**src/rtl/tf_mul_pipe.sv**
```systemverilog
// rtl/tf_mul_pipe.sv - 3-stage pipelined floating-point multiplier with valid/ready flow control
module tf_mul_pipe #(
  parameter int EXP_W = 8,
  parameter int MAN_W = 10,
  localparam int W = 1 + EXP_W + MAN_W
) (
  input  logic         clk,
  input  logic         rst_n,
  input  logic         in_valid,
  output logic         in_ready,
  input  logic         in_rnd_mode,
  input  logic [W-1:0] in_a,
  input  logic [W-1:0] in_b,
  output logic         out_valid,
  input  logic         out_ready,
  output logic [W-1:0] out_result,
  output logic         out_ovf,
  output logic         out_unf
);

  localparam int SW = MAN_W + 1;
  localparam int PW = 2 * SW;
  localparam int EW = EXP_W + 2;
  localparam logic [EW-1:0] BIAS  = EW'((1 << (EXP_W - 1)) - 1);
  localparam logic [EW-1:0] E_SAT = EW'((1 << EXP_W) - 1);

  logic adv;
  assign adv      = !out_valid || out_ready;
  assign in_ready = adv;

  logic [EXP_W-1:0] a_exp, b_exp;
  logic [SW-1:0]    a_sig, b_sig;
  assign a_exp = in_a[W-2 -: EXP_W];
  assign b_exp = in_b[W-2 -: EXP_W];
  assign a_sig = {1'b1, in_a[MAN_W-1:0]};
  assign b_sig = {1'b1, in_b[MAN_W-1:0]};

  logic          s1_valid, s1_zero, s1_sign, s1_rnd;
  logic [PW-1:0] s1_prod;
  logic [EW-1:0] s1_esum;

  always_ff @(posedge clk or negedge rst_n) begin
    if (!rst_n) begin
      s1_valid <= 1'b0;
      s1_zero  <= 1'b0;
      s1_sign  <= 1'b0;
      s1_rnd   <= 1'b0;
      s1_prod  <= '0;
      s1_esum  <= '0;
    end else if (adv) begin
      s1_valid <= in_valid;
      s1_zero  <= (a_exp == '0) || (b_exp == '0);
      s1_sign  <= in_a[W-1] ^ in_b[W-1];
      s1_rnd   <= in_rnd_mode;
      s1_prod  <= PW'(a_sig) * PW'(b_sig);
      s1_esum  <= EW'(a_exp) + EW'(b_exp);
    end
  end

  // Normalise by one position at most, then round on guard/sticky.
  logic             norm, guard, sticky, inc, carry;
  logic [MAN_W-1:0] man_trunc, man_rnd;
  logic [EW-1:0]    e_next;

  always_comb begin
    norm      = s1_prod[PW-1];
    man_trunc = norm ? s1_prod[PW-2 -: MAN_W] : s1_prod[PW-3 -: MAN_W];
    guard     = norm ? s1_prod[PW-2-MAN_W] : s1_prod[PW-3-MAN_W];
    sticky    = norm ? (|s1_prod[PW-3-MAN_W:0]) : (|s1_prod[PW-4-MAN_W:0]);
    inc       = !s1_rnd && guard && (sticky || man_trunc[0]);
    {carry, man_rnd} = {1'b0, man_trunc} + SW'(inc);
    e_next    = s1_esum - BIAS + EW'(norm) + EW'(carry);
  end

  logic             s2_valid, s2_zero, s2_sign;
  logic [MAN_W-1:0] s2_man;
  logic [EW-1:0]    s2_e;

  always_ff @(posedge clk or negedge rst_n) begin
    if (!rst_n) begin
      s2_valid <= 1'b0;
      s2_zero  <= 1'b0;
      s2_sign  <= 1'b0;
      s2_man   <= '0;
      s2_e     <= '0;
    end else if (adv) begin
      s2_valid <= s1_valid;
      s2_zero  <= s1_zero;
      s2_sign  <= s1_sign;
      s2_man   <= man_rnd;
      s2_e     <= e_next;
    end
  end

  // s2_e is two's complement; its MSB marks a negative biased exponent.
  logic e_neg;
  assign e_neg = s2_e[EW-1];

  always_ff @(posedge clk or negedge rst_n) begin
    if (!rst_n) begin
      out_valid  <= 1'b0;
      out_result <= '0;
      out_ovf    <= 1'b0;
      out_unf    <= 1'b0;
    end else if (adv) begin
      out_valid <= s2_valid;
      if (s2_valid) begin
        if (s2_zero) begin
          out_result <= '0;
          out_ovf    <= 1'b0;
          out_unf    <= 1'b0;
        end else if (!e_neg && (s2_e >= E_SAT)) begin
          out_result <= {s2_sign, {(EXP_W-1){1'b1}}, 1'b0, {MAN_W{1'b1}}};
          out_ovf    <= 1'b1;
          out_unf    <= 1'b0;
        end else if (e_neg || (s2_e == '0)) begin
          out_result <= '0;
          out_ovf    <= 1'b0;
          out_unf    <= 1'b1;
        end else begin
          out_result <= {s2_sign, s2_e[EXP_W-1:0], s2_man};
          out_ovf    <= 1'b0;
          out_unf    <= 1'b0;
        end
      end
    end
  end

endmodule

```
**config.mk**
```make
export PLATFORM = sky130hd
export DESIGN_NAME = tf_mul_pipe
export DESIGN_NICKNAME = d
export VERILOG_FILES = /design/src/rtl/tf_mul_pipe.sv
export SDC_FILE = /design/constraint.sdc
export NUM_CORES = 1
export LEC_CHECK = 0
export ABC_AREA = 1
export CORE_MARGIN = 5
export CORE_UTILIZATION = 35
export CTS_CLUSTER_DIAMETER = 120
export CTS_CLUSTER_SIZE = 8
export DETAILED_ROUTE_END_ITERATION = 7
export GPL_TIMING_DRIVEN = 0
export SLEW_MARGIN = 10
export SYNTH_ARGS = -nofsm -noshare
export SYNTH_HDL_FRONTEND = slang
export SYNTH_SLANG_ARGS = --single-unit
```
**constraint.sdc**
```tcl
create_clock -name clk -period 3.8 [get_ports clk]
set_input_delay 0.57 -clock clk [delete_from_list [all_inputs] [get_ports clk]]
set_output_delay 0.57 -clock clk [all_outputs]
set_load 0.01 [all_outputs]
```
# Word-level counts from Yosys, hierarchy flattened

Index checks and enable logic that the tools add are counted.

Bits in registers: 81
Bits in latches: 0
Memory bits (writable): 0
Bits in read-only memories: 0
Bits of input ports: 43
Output and inout port bits: 23
Word-level logic and storage cells: 50
Memories: 0

$add $sub $neg: 5
Multiply operators: 1
Div/mod/pow operators: 0
$lt $le $gt $ge: 1
Equality and inequality tests: 0
Shifts and indexed selects: 0
Muxes and demuxes: 11
Bitwise logic cells: 1
Reduce and logical (&&, ||, !) cells: 16

Operator list:

| cell                                                                   | number |
|---|---|
| 19-bit two-way mux                                                     | 3 |
| 11-bit by 11-bit multiplier with 22-bit output                         | 1 |
| 10-bit by 1-bit adder with 10-bit output                               | 2 |
| 8-bit logical NOT                                                      | 2 |
| 10-bit by 1-bit adder with 11-bit output                               | 1 |
| 10-bit by 8-bit >= comparator with 1-bit output, second input constant | 1 |
| 10-bit logical NOT                                                     | 1 |
| 10-bit two-way mux                                                     | 1 |
| 10-bit OR reduction                                                    | 1 |
| 10-bit by 7-bit subtractor with 10-bit output, second input constant   | 1 |
| 8-bit by 8-bit adder with 9-bit output                                 | 1 |
| 9-bit OR reduction                                                     | 1 |
| 1-bit two-way mux                                                      | 7 |
| 1-bit logical OR                                                       | 4 |
| 1-bit logical AND                                                      | 3 |
| 1-bit logical NOT                                                      | 3 |
| 2-bit AND reduction                                                    | 1 |
| 1-bit XOR                                                              | 1 |

# Logic depth before layout (Yosys ltp)

Depth after elaboration: 6
Gate-level depth with buffers: 24
Gate-level depth less buffers: 23

# Least setup slack after synthesis

OpenSTA, ideal clock, no wires.

Kind: input to register
Start point: input port in_b[4]
End point: register s1_prod[17]
Setup time: 0.118 ns
Arrival: 4.707 ns
Data required time: 3.682 ns
Path slack: -1.025 ns
Cell stages on the path: 22
Cell sequence: clkbuf_1 nand2_1 fa_1 inv_1 fa_1 inv_1 fa_1 inv_1 fa_1 inv_1 fa_1 inv_1 ha_1 nand2_1 nor2_1 nand3_1 nand3_1 nand2_1 nand2_1 nand2_1 nand3_1 nand2_1

Cells in the longest elaborated chain, start to end: 1

RTL lines:

| what                                           | RTL line | text |
|---|---|---|
| start, declared                                | 13       | `input logic [W-1:0] in_b,` |
| 11-bit by 11-bit multiplier with 22-bit output | 55       | `s1_prod <= PW'(a_sig) * PW'(b_sig);` |
| end signal, assigned                           | 55       |  |
| end, declared                                  | 39       | `logic [PW-1:0] s1_prod;` |

Every way passes these cells.
A chain may end at the register's enable or synchronous reset.

# Worst setup path in the final report

Start point: input port in_b[7]
End point: register s1_prod[20]

Same word-level chain as after synthesis.

==> results.cfg <==
[status]
outcome = finished with violations
violations = negative setup slack

[critical_path]
required_ns = 4.03
r2r-end = s2_e[8]
crit_top_cell = nand2_1
cp.arrival_ns = 4.56
crit_fanout = 6
path_cells = buf_6 > clkbuf_16 > buf_4 > nand2_1 > inv_1 > fa_1 > inv_1 > fa_1 > fa_1 > inv_1 > fa_1 > ha_4 > ha_4 > nand2_1 > nor2_2 > and2_1 > nand2_2 > nand2_1 > nand2_1 > nand3_1 > nand2_1
reg2reg_slack_ns = 0.52
r2r_cells = 19
slowest_delay_ns = 0.56
criticalPathCategory = in -> reg
critPathLaunchType = input pin
end_kind = register
rr_startpoint = s1_prod[21]
critPathSlowestCell = fa_1

[power_and_ir_drop]
internal-power_w = 0.00487
pwr-share-seq = 0.156
power.switching_w = 0.00452
p_leak_nw = 6.01
powerDensity_nw_per_um2 = 824
p_clk_frac = 0.097
peakVddDrop_v = 0.000670
comb_power_share = 0.747
p_sw_frac = 0.482

[placed_design]
dp.cells = 1493
place.gp.congestion = 0.866
dp_hpwl_um = 15400
pre_cts_slack_ns = -1.50
place_area_um2 = 9770
portBuffers = 65

[finish]
n_antenna_cell = 0
final_common_cell = nand2_1
fin_cells = 1578
layout-drive-gt1-share = 0.257
nets = 1452
syn_to_final_growth_pct = 36.7
layout_common_cells = nand2_1 (285), inv_1 (211), dfrtp_1 (80), fa_1 (76), buf_4 (52)
final_area_um2 = 11400

[timing]
max_freq_mhz = 231
tightest_slew_ns = 0.682
hold_viol = 0
setup_violations = 16
post-route-period-util = 1.14
fin_skew_ns = 0.00924
slew-limit-headroom = 0.546
setup_ws_ns = -0.535
fin_crit_ns = 4.34
setup_tns_ns = -6.03
rsz0062_at_grt = true
slew_violations = 0

[run]
cap_violations = 0

[logic_synthesis]
postSynthCellCount = 1108
ys_seq_elements = 80
synth_area_leader_cell = dfrtp_1
synth_fp_nets = 1306
avgSynthCellArea_um2 = 7.52
ys_warn_count = 0
synth_area_leaders = dfrtp_1 (24%), fa_1 (20%), nand2_1 (16%)
synth_edf_count = 0
synth_top_area_share = 0.240
syn_area_um2 = 8330
ys_async_sr_fraction = 1.00
yosysSeqAreaShare = 0.240
synth_cell_types = 39
synth-main-ff-cell = dfrtp_1

[clock_tree]
root_buffer = clkbuf_16
h-tree-depth = 3
clk_pin_slew_ns = 0.07
clock_latency_ns = 0.34
ctsHoldBuffers = 0
clk_path_buf_depth = 2
clock-sinks = 80
cts_tree = yes
numCtsBuffers = 9

[die]
std_cell_rows = 56
start_util = 0.355
core_um2 = 23500
ios = 66
die-area_um2 = 27000
fp.dieH_um = 164
die_x_um = 164

[drt]
wl_um = 21300
ant_nets = 0
detailedRoute.firstIterationViolations = 379
vias = 7352
first_pass_iters = 6
via_per_inst = 4.66
wl_per_cell_um = 13.5
drcViolationCount = 0

[global_routing]
grt_antenna_before_repair = 0
grt_pass1_vias = 7341
grt_start_max_net_pins = 43
grtUsageTotal = 0.163
grt_first_pass_wirelength_um = 35800
grt_overflow = 0

[worst_hold_path]
hp-class = in -> async
[synth_stat cells (2+ instances only)]
master,count
nand2_1,347
inv_1,243
fa_1,82
dfrtp_1,80
ha_1,73
nand3_1,66
o21ai_0,44
nor2_1,34
clkbuf_1,29
a21oi_1,26
nand4_1,9
buf_2,6
xnor2_1,6
nand2_4,5
nand3b_1,5
o21ai_2,5
o22ai_1,5
nor2_4,4
nor3_1,4
nor4_1,4
o21ai_1,4
or2_2,4
xor2_1,3
a31oi_1,2
and2_1,2
o211ai_1,2
o21ai_4,2
[layout make-up]
cell class / instances / area, um^2
multi-input cells: 745 / 6020
flip-flops and latches: 80 / 2000
repair buffers: 137 / 1330
well taps: 319 / 399
inverters: 245 / 930
fillers: 2231 / 12100
clock buffers: 10 / 239
clock inverters: 6 / 73.8
plain buffers: 36 / 408
[what timing repair did]
action,4_1_cts,5_1_grt
buffers inserted,60,8
endpoints found under the hold margin,0,0
gates cloned,5,0
pin swaps,75,73
gates resized for setup,212,96
endpoints found under the setup margin,17,16
[worst max-delay path by stage]
stage	startpoint	endpoint	cells past startpoint
2_1_floorplan	in_b[4]	s1_prod[16]	22
4_1_cts	in_b[7]	s1_prod[17]	21
3_5_place_dp	in_b[4]	s1_prod[16]	21
5_1_grt	in_b[8]	s1_prod[21]	22
3_3_place_gp	in_b[4]	s1_prod[16]	23
6_report	in_b[7]	s1_prod[20]	21
[power groups by stage]
stage / combinational (W) / clock (W) / sequential [W]
2_1_floorplan: 0.00407 / 0 / 0.00147
3_3_place_gp: 0.00529 / 0 / 0.00148
3_5_place_dp: 0.00533 / 0 / 0.00148
4_1_cts: 0.00625 / 0.000925 / 0.00147
5_1_grt: 0.00783 / 0.000967 / 0.00152
6_report: 0.00701 / 0.000911 / 0.00147
[sequential cells by signal, indices dropped and copies added (netlist names)]
signal,count
s2_valid,1
out_valid,1
out_unf,1
s1_esum,9
s2_man,10
s2_sign,1
s1_zero,1
s1_sign,1
out_ovf,1
s2_e,10
s1_prod,22
out_result,19
s1_valid,1
s2_zero,1
s1_rnd,1
[layer usage]
metal,up-vias,routed length [um],global-route usage
li1,3649,-,-
met3,11,689,0.0228
met4,0,108,0.0225
met1,3572,10500,0.235
met5,-,0,0
met2,120,10100,0.267
[cells by family (layout without fill, tap and decap cells)]
group                      after synthesis  count (layout)  synth area share
adders and majority gates              155             155             0.307
buffers and inverters                  283             434             0.132
and+or+nand+nor                        487             487             0.247
xor gates and xnor gates                 9               9           0.00946
AOI/OAI and AO/OA                       94              94            0.0646
DFF                                     80              80             0.240
[worst max-delay path: cells and delay by family]
kind	cells	cell delay [ns]
adders and majority gates	6	2.66
and+or+nand+nor	9	0.79
buffers and inverters	6	0.54
[metrics by stage]
step                      hold slack [ns]  power, W  utilization
after CTS                           0.209   0.00864        0.469
after global placement              0.453   0.00676        0.416
after detailed placement            0.457   0.00681        0.416
final                               0.194   0.00939        0.485
after global routing                0.232    0.0103        0.485
after floorplan                     0.274   0.00554            -
(Power assumes the default switching activity.)
